===== src/rtl/uart_tx_core.sv =====
// uart_tx_core: byte-wide UART transmitter with built-in bit-period counter.
// Ports:
//   CLK        system clock, rising edge
//   RST        asynchronous active-high reset
//   TX_En      request strobe; a byte is accepted when TX_En && TX_Ready
//   TX_Data    byte to send, sampled only at acceptance
//   TX_Ready   high only in IDLE, when a new byte can be accepted
//   TX_Done    one-cycle pulse when the last stop bit completes
//   TX_Pin_Out serial line, idle high, LSB first
module uart_tx_core #(
    parameter int CLKS_PER_BIT = 5208,
    parameter int DATA_BITS    = 8,
    parameter bit PARITY_EN    = 1'b0,
    parameter bit PARITY_ODD   = 1'b0,
    parameter int STOP_BITS    = 1
) (
    input  logic                 CLK,
    input  logic                 RST,
    input  logic                 TX_En,
    input  logic [DATA_BITS-1:0] TX_Data,
    output logic                 TX_Ready,
    output logic                 TX_Done,
    output logic                 TX_Pin_Out
);
    localparam int CW = $clog2(CLKS_PER_BIT);
    localparam int IW = $clog2(DATA_BITS);
    typedef enum logic [2:0] {IDLE, START, DATA, PARITY, STOP} state_t;
    state_t               state_q, state_d;
    logic [CW-1:0]        cnt_q, cnt_d;
    logic [IW-1:0]        idx_q, idx_d;
    logic [DATA_BITS-1:0] shift_q, shift_d;
    logic                 parity_q, parity_d;
    logic                 pin_q, pin_d;
    logic                 ready_q, ready_d;
    logic                 done_q, done_d;
    logic                 wrap;
    always_comb begin
        wrap     = cnt_q == CW'(CLKS_PER_BIT - 1);
        state_d  = state_q;
        cnt_d    = wrap ? '0 : cnt_q + 1'b1;
        idx_d    = idx_q;
        shift_d  = shift_q;
        parity_d = parity_q;
        pin_d    = pin_q;
        ready_d  = 1'b0;
        done_d   = 1'b0;
        case (state_q)
            IDLE: begin
                cnt_d   = '0;
                ready_d = 1'b1;
                pin_d   = 1'b1;
                if (TX_En) begin
                    state_d  = START;
                    shift_d  = TX_Data;
                    parity_d = ^TX_Data ^ PARITY_ODD;
                    ready_d  = 1'b0;
                    pin_d    = 1'b0;
                end
            end
            START: if (wrap) begin
                // the next line level is presented as the register shifts out
                state_d = DATA;
                idx_d   = '0;
                pin_d   = shift_q[0];
                shift_d = shift_q >> 1;
            end
            DATA: if (wrap) begin
                if (idx_q == IW'(DATA_BITS - 1)) begin
                    idx_d   = '0;
                    state_d = PARITY_EN ? PARITY : STOP;
                    pin_d   = PARITY_EN ? parity_q : 1'b1;
                end else begin
                    idx_d   = idx_q + 1'b1;
                    pin_d   = shift_q[0];
                    shift_d = shift_q >> 1;
                end
            end
            PARITY: if (wrap) begin
                state_d = STOP;
                pin_d   = 1'b1;
            end
            STOP: if (wrap) begin
                // idx_q counts completed stop bits
                if (idx_q == IW'(STOP_BITS - 1)) begin
                    state_d = IDLE;
                    ready_d = 1'b1;
                    done_d  = 1'b1;
                end else begin
                    idx_d = idx_q + 1'b1;
                end
            end
            default: state_d = IDLE;
        endcase
    end
    always_ff @(posedge CLK or posedge RST) begin
        if (RST) begin
            state_q  <= IDLE;
            cnt_q    <= '0;
            idx_q    <= '0;
            shift_q  <= '0;
            parity_q <= 1'b0;
            pin_q    <= 1'b1;
            ready_q  <= 1'b1;
            done_q   <= 1'b0;
        end else begin
            state_q  <= state_d;
            cnt_q    <= cnt_d;
            idx_q    <= idx_d;
            shift_q  <= shift_d;
            parity_q <= parity_d;
            pin_q    <= pin_d;
            ready_q  <= ready_d;
            done_q   <= done_d;
        end
    end
    assign TX_Ready   = ready_q;
    assign TX_Done    = done_q;
    assign TX_Pin_Out = pin_q;
endmodule


===== config.mk =====
export PLATFORM = sky130hd
export DESIGN_NAME = uart_tx_core
export DESIGN_NICKNAME = d
export VERILOG_FILES = /design/src/rtl/uart_tx_core.sv
export SDC_FILE = /design/constraint.sdc
export NUM_CORES = 1
export LEC_CHECK = 0
export CORE_AREA = 8 8 66 68
export CTS_CLUSTER_SIZE = 10
export DETAILED_ROUTE_END_ITERATION = 16
export DIE_AREA = 0 0 74 76
export PLACE_DENSITY_LB_ADDON = 0.25
export SYNTH_ARGS = -nofsm -noshare
export SYNTH_HDL_FRONTEND = slang
export SYNTH_SLANG_ARGS = --single-unit

===== constraint.sdc =====
create_clock -name CLK -period 3.5 [get_ports CLK]
set_input_delay 0.525 -clock CLK [delete_from_list [all_inputs] [get_ports CLK]]
set_output_delay 0.525 -clock CLK [all_outputs]
set_load 0.01 [all_outputs]

==> results of run 1 <==
[worst paths after layout]
| check | startpoint | endpoint | slack [ps] | cells after the start |
|---|---|---|---|---|
| max in group asynchronous | RST | idx_q[2] | 2070 | 2 |
| setup reg to reg | idx_q[0] | shift_q[6] | 1440 | 6 |
| hold / removal | cnt_q[0] | cnt_q[0] | 490 | 1 |
| setup / recovery | idx_q[0] | shift_q[6] | 1440 | 6 |
| hold reg to reg | cnt_q[0] | cnt_q[0] | 490 | 1 |
| min in group asynchronous | RST | cnt_q[12] | 760 | 2 |
[state kept, by name, indices dropped and copies added (netlist names)]
register	count
TX_Ready	1
idx_q	3
cnt_q	13
shift_q	8
state_q	3
TX_Done	1
TX_Pin_Out	1
[worst max-delay path, delay by kind of cell, from the launching register on]
| family | cells | cell delay [ps] |
|---|---|---|
| simple gates | 1 | 250 |
| fa+ha+maj | 2 | 400 |
| compound gates | 3 | 880 |
| flops | 1 | 420 |
[cell type report]
| cell class | instances | area [um2] | share of cell area [%] |
|---|---|---|---|
| multi-input combinational | 105 | 766 | 42.8 |
| sequential | 30 | 753 | 42.1 |
| timing repair buffer | 14 | 138 | 7.69 |
| tap | 48 | 60.1 | 3.35 |
| clock buffer | 5 | 37.5 | 2.10 |
| inverter | 7 | 26.3 | 1.47 |
| clock inverter | 2 | 10.0 | 0.559 |
[kinds of logic after synthesis]
logic type	count (synthesis)	share of synthesized area (%)
xor gates and xnor gates	13	7.26
and+or+nand+nor	62	24.5
AOI/OAI and AO/OA	22	11.2
buffers and inverters	13	3.19
adders and majority gates	4	3.19
muxes	4	2.71
DFF	30	48.0
[layout by cell type, fill, tap and decap left out, drive strengths merged, types with 4 or more instances in the layout]
cell type	n
a21oi	5
a221o	7
and3	10
clkbuf	5
clkdlybuf4s50	13
dfrtp	28
ha	4
inv	7
nand2	4
nand3	4
nand4	6
nor2	19
nor3	4
xnor2	5
xor2	8
[metrics by stage]
stage | cells | power (mW)
final | 211 | 0.784
after floorplan | 148 | 0.551
after global routing | 211 | 0.827
after CTS | 211 | 0.793
after global placement | 204 | 0.595
after detailed placement | 204 | 0.602
[metal layers]
layer | share of wire, % | global-route usage (%) | wire length (um)
met1 | 44 | 13.5 | 1280
met2 | 49 | 17.4 | 1440
met3 | 5.2 | 4.74 | 152
met4 | 2.4 | 6.00 | 72
met5 | 0 | 0 | 0
[report_power, final]
| part | total [mW] | internal [mW] | switching (mW) |
|---|---|---|---|
| registers | 0.451 | 0.405 | 0.0462 |
| clock network | 0.191 | 0.0720 | 0.119 |
| logic | 0.141 | 0.0758 | 0.0657 |
==> results_dict.tcl, run 1 <==
set metrics [dict create \
    syn_nets 163 \
    dpl-instance-area_um2 1740 \
    grt_max_degree 31 \
    antennaDiodeCount 0 \
    drt-wirelength-per-cell_um 13.9 \
    synth-async-reset-ratio_pct 100 \
    fin_area_um2 1790 \
    syn-cell-area_um2 1570 \
    synthFlopType "dfrtp_1" \
    path_class "reg -> reg" \
    ys_seq_elements 30 \
    die_h_um 76 \
    yosys.area.top_type_share_pct 44.7 \
    yosysSeqAreaShare_pct 48.0 \
    fillCellCount 330 \
    cts-resized-gates 0 \
    worstPathMaxFanout 8 \
    slowest_delay_ps 420 \
    worst_pin_slew_ps 1100 \
    drc 0 \
    cp_common_cell "ha_1" \
    p_leak_nw 0.836 \
    area_delta_synth_final_pct 14.1 \
    hpwl_mm 2.08 \
    antenna_found_initial 0 \
    gr-total-overflow 0 \
    fin_util_pct 52.0 \
    routed_via_density 5.47 \
    grtUsageTotal_pct 11.6 \
    io_buffer_count 13 \
    numCtsBuffers 5 \
    place_ws_ps 1160 \
    fmax_ghz 0.485 \
    cts_root_buf "clkbuf_4" \
    post_cts_buffers 0 \
    clock_sinks 30 \
    ctsHoldBuffers 0 \
    worstPathRequired_ps 3730 \
    fin_skew_ps 7.82 \
    postRouteWirelength_mm 2.94 \
    cts-htree-levels 2 \
    fin_crit_sh_pct 58.9 \
    status "finished, final reports clean" \
    hold_ws_ps 488 \
    clock_latency_ps 340 \
    drtIter0Drc 74 \
    yosysMostFrequentCell "dfrtp_1" \
    peakVddDrop_v 0.000269 \
    layout_min_cycle_time_ps 2060 \
    netlist_instances 148 \
    start_util_pct 45.6 \
    fin_setup_tns_ps 0 \
    synth_edf_count 0 \
    die_area_um2 5620 \
    first_pass_iters 4 \
    finalMaxSlewViolations 0 \
    synth_cell_types 38 \
    synth_area_leader_cell "dfrtp_1" \
    final_nets 178 \
    final_layout_size_suffix_gt1_share_pct 12.9 \
    grt_pass1_wl_mm 5.05 \
    ys_warn_count 0 \
    startpoint_type "flip-flop" \
    synth.area.top_cells "dfrtp_1, nor2_1, a221o_1" \
    core_um2 3440 \
    cts_tree "done" \
    syn_avg_cell_area_um2 10.6 \
    place_congestion 0.784 \
    hold_violations 0 \
    pin_count 14 \
    fin_ws_ps 1440 \
    setup_viol 0 \
    grt_pass1_vias 1088 \
    max_slew_margin_pct 26.9 \
    critical_path.cell_chain "ha_1 > ha_1 > nor2_1 > a21oi_1 > a211o_1 > a221o_1" \
    detail-route-antenna-nets 0 \
    die_x_um 74 \
    p_per_area_nw_per_um2 438 \
    rsz0062_at_grt "false" \
    path_clk_slew_ps 100 \
    endpoint_kind "flip-flop" \
    num_rows 22 \
    cap_violations 0 \
    ys_top_cells_by_count "dfrtp_1, nor2_1, and3_1, xor2_1" \
    cts.path.max_buffers 2 \
    cpMaxStageDelayCell "dfrtp_1" \
    dr_total_vias 1154 \
    arrival_ps 2290 \
    hp-class "reg -> reg" \
]
(Power assumes the default switching activity.)
==> inputs of run 2 (changes only) <==
clock period = 2.1 ns   (was 3.5 ns; I/O delays follow)
==> run 2 against run 1 <==
  * Global-route usage rose by 0.55 points
  * Cell count rose by 2.8%
  * First-iteration DRC count rose by 30%
  * Worst setup slack got worse by 1300 ps
  * Routed wire length rose by 1.1%
  * Critical path type unchanged
==> results_dict.tcl, run 2 (synthesis results as in run 1) <==
set metrics [dict create \
    arrival_ps 2150 \
    core_um2 3440 \
    p_leak_nw 0.889 \
    path_clk_slew_ps 100 \
    final_common_cell "dfrtp_1" \
    biggestRegsByFlops "cnt_q: 13 flops, shift_q: 8 flops" \
    post_cts_buffers 0 \
    die_area_um2 5620 \
    hpwl_mm 2.11 \
    clock_sinks 30 \
    finalMaxSlewViolations 0 \
    final_nets 183 \
    fillCellCount 309 \
    grt_pass1_vias 1205 \
    clock_latency_ps 340 \
    antenna_found_initial 0 \
    final_cell_mix "dfrtp_1, nor2_1, clkdlybuf4s50_1, and3_1, xor2_1" \
    cts-resized-gates 0 \
    regMostFlops "cnt_q" \
    regArea_um2 753 \
    startpoint_type "flip-flop" \
    path_class "reg -> reg" \
    hp-class "in -> async" \
    gr-total-overflow 0 \
    cts_tree "done" \
    place_ws_ps 194 \
    max_slew_margin_pct 67.4 \
    worstPathMaxFanout 8 \
    grt_max_degree 31 \
    routed_via_density 5.28 \
    fmax_ghz 0.520 \
    antennaDiodeCount 0 \
    drtIter0Drc 96 \
    setup_viol 0 \
    place_congestion 0.787 \
    area_delta_synth_final_pct 20.6 \
    p_per_area_nw_per_um2 849 \
    fin_util_pct 55.0 \
    cts-htree-levels 2 \
    final_layout_size_suffix_gt1_share_pct 16.0 \
    io_buffer_count 13 \
    cts.path.max_buffers 2 \
    layout_min_cycle_time_ps 1920 \
    postRouteWirelength_mm 2.97 \
    cap_violations 0 \
    fin_crit_sh_pct 91.5 \
    grtUsageTotal_pct 12.1 \
    worstPathRequired_ps 2330 \
    numCtsBuffers 5 \
    grt_pass1_wl_mm 5.39 \
    endpoint_kind "flip-flop" \
    die_x_um 74 \
    detail-route-antenna-nets 0 \
    cts_root_buf "clkbuf_4" \
    largest_reg_flops 13 \
    status "finished, final reports clean" \
    fin_skew_ps 16.4 \
    multi_input_area_um2 766 \
    ctsHoldBuffers 0 \
    finalPower_mw 1.61 \
    drt-wirelength-per-cell_um 13.7 \
    dr_total_vias 1145 \
    die_h_um 76 \
    num_rows 22 \
    fin_setup_tns_ps 0 \
    drc 0 \
    pin_count 14 \
    start_util_pct 45.6 \
    rsz0062_at_grt "false" \
    hold_violations 0 \
    fin_ws_ps 178 \
    first_pass_iters 4 \
    worst_pin_slew_ps 487 \
    peakVddDrop_v 0.000369 \
]
[run 2: cell count changes in the layout (fill, tap and decap cells not counted), sizes merged]
cell	previous run	this run
buf	1	6
bufinv	0	2
clkinv	2	0
clkbuf	5	6
[run 2: worst paths after layout]
| kind | from | end | slack (ps) | cells after the start |
|---|---|---|---|---|
| min in group CLK | TX_Pin_Out | TX_Pin_Out | 500 | 2 |
| hold / removal | RST | cnt_q[6] | 320 | 3 |
| setup / recovery | cnt_q[0] | shift_q[4] | 180 | 5 |
| setup reg to reg | cnt_q[0] | shift_q[4] | 180 | 5 |
| max in group asynchronous | RST | TX_Pin_Out | 1460 | 3 |
| hold reg to reg | TX_Pin_Out | TX_Pin_Out | 500 | 2 |
[run 2: area by class of cell]
cell class,instances,share of cell area [%]
repair buffers,19,9.26
clock buffers,6,2.71
flip-flops and latches,30,39.8
well taps,48,3.17
clock inverters,2,3.17
multi-input cells,105,40.5
inverters,7,1.39
[run 2: through the flow]
step	std cells	hold slack (ps)	instance area, um2
after floorplan	148	404	1570
after global placement	209	467	1780
after detailed placement	209	488	1780
after CTS	217	334	1890
after global routing	217	375	1890
final	217	324	1890
[run 2: report_power, final]
group / switching [mW] / internal (mW)
combinational: 0.110 / 0.130
clock: 0.210 / 0.403
sequential: 0.0775 / 0.675
total: 0.398 / 1.21
[run 2: worst max-delay path: stages, from the launching register on]
cell,delay [ps]
dfrtp_1,400
ha_1,240
nand4_1,150
nand3b_4,230
a211o_1,400
a221o_1,380
[run 2: layer usage]
layer	global-route usage (%)	vias up	routed length, um	share of wire [%]
met5	0	-	0	0
met4	6.60	0	57	1.9
met3	2.89	5	120	4.0
met2	19.2	21	1480	50
met1	14.4	551	1320	44
li1	-	568	-	-
==> inputs of run 3 (changes only) <==
CORE_AREA = 8 8 69 71   (was 8 8 66 68)
DIE_AREA = 0 0 77 79   (was 0 0 74 76)
==> run 3 against run 2 <==
  * Die area up 8.2%
  * Sequential share of layout area about the same
  * Worst setup slack worse by 10 ps
  * Total power down 4.4%
  * Highest routed layer unchanged
  * Hold slack better by 88 ps
  * Clock-buffer cell count up 2
  * Global-route usage down 1.1 points
  * Maximum frequency down 0.54%
  * First-iteration DRC count down 1.0%
==> results_dict.tcl, run 3 (synthesis results as in run 1) <==
set metrics [dict create \
    status "finished, final reports clean" \
    cts_tree "done" \
    p_per_area_nw_per_um2 811 \
    slowest_delay_ps 390 \
    peakVddDrop_v 0.000491 \
    postRouteWirelength_mm 3.13 \
    die_h_um 79 \
    routed_via_density 5.37 \
    grt_max_degree 31 \
    start_util_pct 41.3 \
    io_buffer_count 13 \
    max_slew_margin_pct 65.0 \
    hp-class "in -> async" \
    startpoint_type "flip-flop" \
    endpoint_kind "flip-flop" \
    final_nets 183 \
    cts.path.max_buffers 2 \
    drt-wirelength-per-cell_um 14.3 \
    worstPathMaxFanout 8 \
    setup_viol 0 \
    grtUsageTotal_pct 11.0 \
    cts-resized-gates 0 \
    clock_latency_ps 280 \
    cap_violations 0 \
    final_cell_mix "dfrtp_1, nor2_1, clkdlybuf4s50_1, and3_1" \
    detail-route-antenna-nets 0 \
    clock_sinks 30 \
    crit_family "compound AO/OA/AOI/OAI gates" \
    pin_count 14 \
    cpMaxStageDelayCell "dfrtp_1" \
    die_area_um2 6080 \
    fin_setup_tns_ps 0 \
    gr-total-overflow 0 \
    largest_reg_flops 13 \
    path_clk_slew_ps 60 \
    place_congestion 0.859 \
    cts_root_buf "clkbuf_8" \
    arrival_ps 2090 \
    finalMaxSlewViolations 0 \
    fin_crit_sh_pct 92.0 \
    ctsHoldBuffers 0 \
    dr_total_vias 1176 \
    fmax_ghz 0.518 \
    final_layout_size_suffix_gt1_share_pct 16.0 \
    antenna_found_initial 0 \
    p_leak_nw 0.888 \
    grt_pass1_wl_mm 5.41 \
    regMostFlops "cnt_q" \
    hpwl_mm 2.23 \
    first_pass_iters 4 \
    drtIter0Drc 95 \
    antennaDiodeCount 0 \
    worst_pin_slew_ps 524 \
    numCtsBuffers 5 \
    final_common_cell "dfrtp_1" \
    area_delta_synth_final_pct 20.7 \
    path_class "reg -> reg" \
    cts-htree-levels 2 \
    core_um2 3800 \
    post_cts_buffers 0 \
    worstPathRequired_ps 2260 \
    hold_violations 0 \
    fillCellCount 360 \
    critPathBufInv 0 \
    rsz0062_at_grt "false" \
    die_x_um 77 \
    biggestRegsByFlops "cnt_q: 13 flops, shift_q: 8 flops" \
    hold_ws_ps 412 \
    critical_path.cell_chain "ha_1 > nand4_1 > nand3b_4 > a211o_1 > a221o_1" \
    fin_skew_ps 9.98 \
    layout_min_cycle_time_ps 1930 \
    num_rows 23 \
    grt_pass1_vias 1207 \
    drc 0 \
]
## run 3: where the power goes
| part | internal [mW] | total, mW | switching (mW) | leakage (nW) |
|---|---|---|---|---|
| Sequential | 0.676 | 0.755 | 0.0791 | 0.393 |
| Clock | 0.331 | 0.538 | 0.208 | 0.0575 |
| Combinational | 0.131 | 0.242 | 0.111 | 0.437 |
| Total | 1.14 | 1.54 | 0.398 | 0.888 |
## run 3: per-layer routing
| layer | global-route usage, % | part of all wire (%) |
|---|---|---|
| met5 | 0 | 0 |
| met4 | 6.23 | 1.7 |
| met3 | 3.72 | 4.8 |
| met2 | 17.0 | 46 |
| met1 | 13.3 | 48 |
## run 3: cell type report
cell class | count | area, um2 | area share [%]
Multi-Input combinational cell | 105 | 766 | 40.4
Tap cell | 50 | 62.6 | 3.30
Inverter | 7 | 26.3 | 1.39
Sequential cell | 30 | 753 | 39.8
Clock buffer | 8 | 110 | 5.82
Timing Repair Buffer | 19 | 175 | 9.25
## run 3: per-stage QoR
step / power [mW] / util [%] / setup slack (ps) / cells / area [um2]
global placement: 0.998 / 46.9 / 230 / 211 / 1780
detailed placement: 1.01 / 46.9 / 176 / 211 / 1780
global route: 1.62 / 49.8 / 69.7 / 219 / 1890
floorplan: 0.919 / - / 265 / 148 / 1570
finish: 1.54 / 49.8 / 168 / 219 / 1890
CTS: 1.56 / 49.8 / 171 / 219 / 1890
## run 3: path summary, 6_finish.rpt
kind | startpoint | endpoint | slack [ps] | cells past startpoint
worst max-delay path | cnt_q[0] | shift_q[1] | 170 | 5
worst min-delay path | RST | shift_q[6] | 410 | 3
worst max register to register | cnt_q[0] | shift_q[1] | 170 | 5
worst min register to register | cnt_q[0] | cnt_q[0] | 490 | 1
max in group asynchronous | RST | TX_Ready | 1370 | 3
min in group CLK | cnt_q[0] | cnt_q[0] | 490 | 1
## run 3: worst register-to-register path, delay by kind of cell, from the launching register on
| kind | cells | cell delay, ps |
|---|---|---|
| compound gates | 2 | 770 |
| simple gates | 2 | 410 |
| flops | 1 | 390 |
| fa+ha+maj | 1 | 250 |
==> edit 1: new RTL, settings of run 3 <==
`CLKS_PER_BIT`: 5208 -> 2604.
--- a/src/rtl/uart_tx_core.sv
+++ b/src/rtl/uart_tx_core.sv
@@ -8,7 +8,7 @@
 //   TX_Done    one-cycle pulse when the last stop bit completes
 //   TX_Pin_Out serial line, idle high, LSB first
 module uart_tx_core #(
-    parameter int CLKS_PER_BIT = 5208,
+    parameter int CLKS_PER_BIT = 2604,
     parameter int DATA_BITS    = 8,
     parameter bit PARITY_EN    = 1'b0,
     parameter bit PARITY_ODD   = 1'b0,
Check against the original RTL: no difference found for any inputs over 10 cycles, from zero or initial values and one cycle with RST high; that may be too few to reach the edited logic, so the function may still have changed.
==> edit 1 against run 3 <==
Sequential share of layout area is 1.9 points lower; critical path type unchanged; clock skew is 0.0044 ns lower; setup slack worse by 0.13 ns; via count is 1.5% lower; area after synthesis is 4.7% lower; cell area is 1.7% higher; synthesized cell count is 2.0% lower; routed wire length is 0.48% lower; first-iteration DRC count is 18% lower; global-route usage is 0.064 points higher; critical endpoint is now shift_q[2]; total power is 0.83% higher; non-clock buffer count is 13 higher; sequential cell count is 1 lower.
==> edit 1: results <==
{
  "status": "complete, no violations",
  "nNonClkInverters": 6,
  "nClkBuffers": 7,
  "multi_input_area_share_pct": 38.3,
  "ir_drop_mv": 0.431,
  "buffer_area_share_pct": 14.2,
  "seq_area_um2": 728,
  "syn_area_um2": 1500,
  "drt_iter0_drc": 78,
  "clk_share_pct": 5.27,
  "finalInstanceArea_um2": 1920,
  "skew_ns": 0.00555,
  "p_leak_nw": 0.850,
  "path_max_fanout": 7,
  "grt_max_degree": 30,
  "vias_per_cell": 5.03,
  "signal_buffers": 32,
  "fillerInstances": 365,
  "reg2reg_depth": 4,
  "yosysSeqAreaShare_pct": 48.7,
  "grt_pass1_vias": 1170,
  "synth_nets": 160,
  "wire_per_inst_um": 13.5,
  "nets": 194,
  "place_congestion": 0.799,
  "detailed_place_hpwl_um": 2220,
  "arrival_ns": 2.28,
  "synth.area.top_cells": "dfrtp_1 (45%), nor2_1 (5.0%), a221o_1 (4.7%)",
  "max-slew-margin-rel_pct": 53.6,
  "place_area_um2": 1790,
  "dp_slack_ns": -0.0383,
  "timing.rr.start": "cnt_q[2]",
  "grt_first_pass_wirelength_um": 5380,
  "track_usage_pct": 11.1,
  "seq_cell_count": 29,
  "synth_common_cells": "dfrtp_1 (27), nor2_1 (20), and2_1 (9), xor2_1 (8), a221o_1 (7)"
}
edit 1: report_power, final:
part / total [mW] / internal, mW / switching (mW)
sequential: 0.728 / 0.661 / 0.0667
clock: 0.508 / 0.296 / 0.213
combinational: 0.312 / 0.172 / 0.140
edit 1: worst paths after layout:
check / to / slack (ns)
setup / recovery: shift_q[2] / 0.04
hold / removal: cnt_q[2] / 0.40
setup reg to reg: shift_q[2] / 0.04
hold reg to reg: cnt_q[0] / 0.49
max in group asynchronous: TX_Ready / 1.39
min in group CLK: cnt_q[0] / 0.49
edit 1: cell families after synthesis:
group | count (synthesis) | synth area share (%)
and+or+nand+nor | 61 | 22.7
AOI/OAI and AO/OA | 25 | 13.1
DFF | 29 | 48.7
xor gates and xnor gates | 12 | 7.03
muxes | 3 | 2.26
buffers and inverters | 11 | 2.93
adders and majority gates | 4 | 3.35
edit 1: metrics by stage:
stage	hold WS, ns	std cells	power (mW)	TNS [ns]
after detailed placement	0.479	220	1.03	-0.200
after global placement	0.474	220	1.02	0
after floorplan	0.392	145	0.909	0
after CTS	0.412	229	1.56	0
final	0.398	230	1.55	0
after global routing	0.459	230	1.65	-0.0169
edit 1: what timing repair did:
item / 4_1_cts / 5_1_grt
hold buffers: 0 / 0
gates resized for setup: 0 / 5
buffers inserted: 1 / 1
pin swaps: 2 / 5
endpoints found under the setup margin: 8 / 7
edit 1: per-layer routing:
metal / global-route usage [%] / routed length (um) / vias to the layer above
li1: - / - / 587
met1: 12.5 / 1360 / 549
met2: 18.4 / 1570 / 15
met3: 3.84 / 123 / 7
met4: 5.66 / 58 / 0
met5: 0 / 0 / -
edit 1: critical path, stage by stage (launching register included):
cell and delay [ns]:
dfrtp_1 0.40, or4b_4 0.57, or3_4 0.44, a211oi_4 0.36, a221o_1 0.22
==> edit 2: new RTL, settings of run 3 <==
Made on the original files. Reset style: synchronous (`RST`), changed in one clocked block. Comments in the files are not updated.
--- a/src/rtl/uart_tx_core.sv
+++ b/src/rtl/uart_tx_core.sv
@@ -92,7 +92,7 @@
             default: state_d = IDLE;
         endcase
     end
-    always_ff @(posedge CLK or posedge RST) begin
+    always_ff @(posedge CLK) begin
         if (RST) begin
             state_q  <= IDLE;
             cnt_q    <= '0;
Function: differs if RST is asserted again (counterexample within 4 cycles, from zero or initial values and one cycle with RST high); with RST held inactive, the same outputs for 10 cycles.
==> edit 2 against run 3 <==
Routed wire length up 11%; fmax up 3.0%; sequential cell count unchanged; setup slack better by 0.056 ns; global-route usage rose by 0.83 points; core utilization decreased by 0.86 points; count of clock-buffer cells in the layout fell by 1; area after synthesis grew 3.3%; clock power fell by 12%; total power shrank 14%; combinational power is 14% lower; cell area decreased by 1.7%; clock skew decreased by 0.0045 ns; critical path type unchanged; critical endpoint is now shift_q[0].
==> edit 2: results <==
{
  "hold_path_class": "reg -> reg",
  "skew_ns": 0.00550,
  "drive_above_1_share_pct": 14.1,
  "top_regs": "cnt_q: 13 flops, shift_q: 8 flops",
  "p_leak_nw": 0.647,
  "r2r_slack_ns": 0.22,
  "synth_compound_area_share_pct": 19.2,
  "track_usage_pct": 11.8,
  "drt_iter0_drc": 135,
  "ir_drop_mv": 0.561,
  "synth_nets": 200,
  "grt_first_pass_wirelength_um": 5870,
  "synth_common_cells": "dfxtp_1 (30), nand3_1 (23), o21ai_0 (17), nor2_1 (12), nand2_1 (8)",
  "fillerInstances": 363,
  "worst_path_max_delay_cell": "or3b_4",
  "synth.area.mux_share_pct": 1.23,
  "endpoint": "shift_q[0]",
  "grt_max_degree": 16,
  "detailed_place_hpwl_um": 2530,
  "critPathLaunch": "idx_q[0]",
  "reg2reg_depth": 6,
  "synth-xor-area-share_pct": 6.94,
  "wl_um": 3480,
  "place_congestion": 0.816,
  "synth.area.top_cells": "dfxtp_1 (37%), nand3_1 (7.1%), o21ai_0 (5.2%)",
  "status": "complete, no violations",
  "cts_setup_buffers": 0,
  "cts-root-buf": "clkbuf_8",
  "nets": 212,
  "ys_types": 44,
  "max_stage_delay_ns": 0.40,
  "h-tree-depth": 2,
  "yosysSeqAreaShare_pct": 37.0,
  "max-slew-margin-rel_pct": 55.5,
  "clk_pin_slew_ns": 0.06,
  "grt_pass1_vias": 1312,
  "async_flop_share_pct": 0,
  "yosys.area_share.adder_pct": 3.09,
  "path_max_fanout": 9,
  "vias_per_cell": 5.71
}
[edit 2: cell count changes in the layout (fill, tap and decap cells not counted), sizes merged, moves of 3 or more]
cell / run 3 / this run
a21oi: 5 / 8
a221o: 7 / 1
and3: 10 / 4
and4bb: 0 / 3
dfrtp: 28 / 0
dfxtp: 0 / 30
inv: 7 / 4
nand2: 4 / 9
nand3: 4 / 23
nor2: 19 / 13
o21ai: 2 / 17
o221a: 0 / 8
[edit 2: area by class of cell]
| class | instances | area, um2 | share of cell area [%] |
|---|---|---|---|
| Multi-Input combinational cell | 137 | 920 | 49.4 |
| Sequential cell | 30 | 601 | 32.3 |
| Timing Repair Buffer | 18 | 168 | 9.01 |
| Clock buffer | 7 | 86.3 | 4.64 |
| Tap cell | 50 | 62.6 | 3.36 |
| Inverter | 5 | 18.8 | 1.01 |
| Clock inverter | 1 | 5.00 | 0.269 |
[edit 2: routing by layer]
| layer | wire [um] | vias up | global-route usage, % |
|---|---|---|---|
| met5 | 0 | - | 0 |
| met4 | 42 | 0 | 6.04 |
| met3 | 204 | 4 | 4.18 |
| met2 | 1580 | 44 | 18.6 |
| met1 | 1650 | 668 | 14.1 |
| li1 | - | 700 | - |
[edit 2: power breakdown]
part           leakage, nW  switching (mW)  total [mW]  internal [mW]
logic                0.354           0.109       0.209         0.0999
registers            0.245          0.0304       0.634          0.604
clock network       0.0482           0.212       0.476          0.264
[edit 2: metrics by stage]
stage	area, um2	utilization, %	instances	worst slack, ns	hold slack (ns)
floorplan	1620	-	185	0.361	0.413
CTS	1860	49.0	248	0.229	0.446
global route	1860	49.0	248	0.139	0.459
detailed placement	1770	46.6	240	0.236	0.434
global placement	1770	46.6	240	0.275	0.420
finish	1860	49.0	248	0.224	0.441
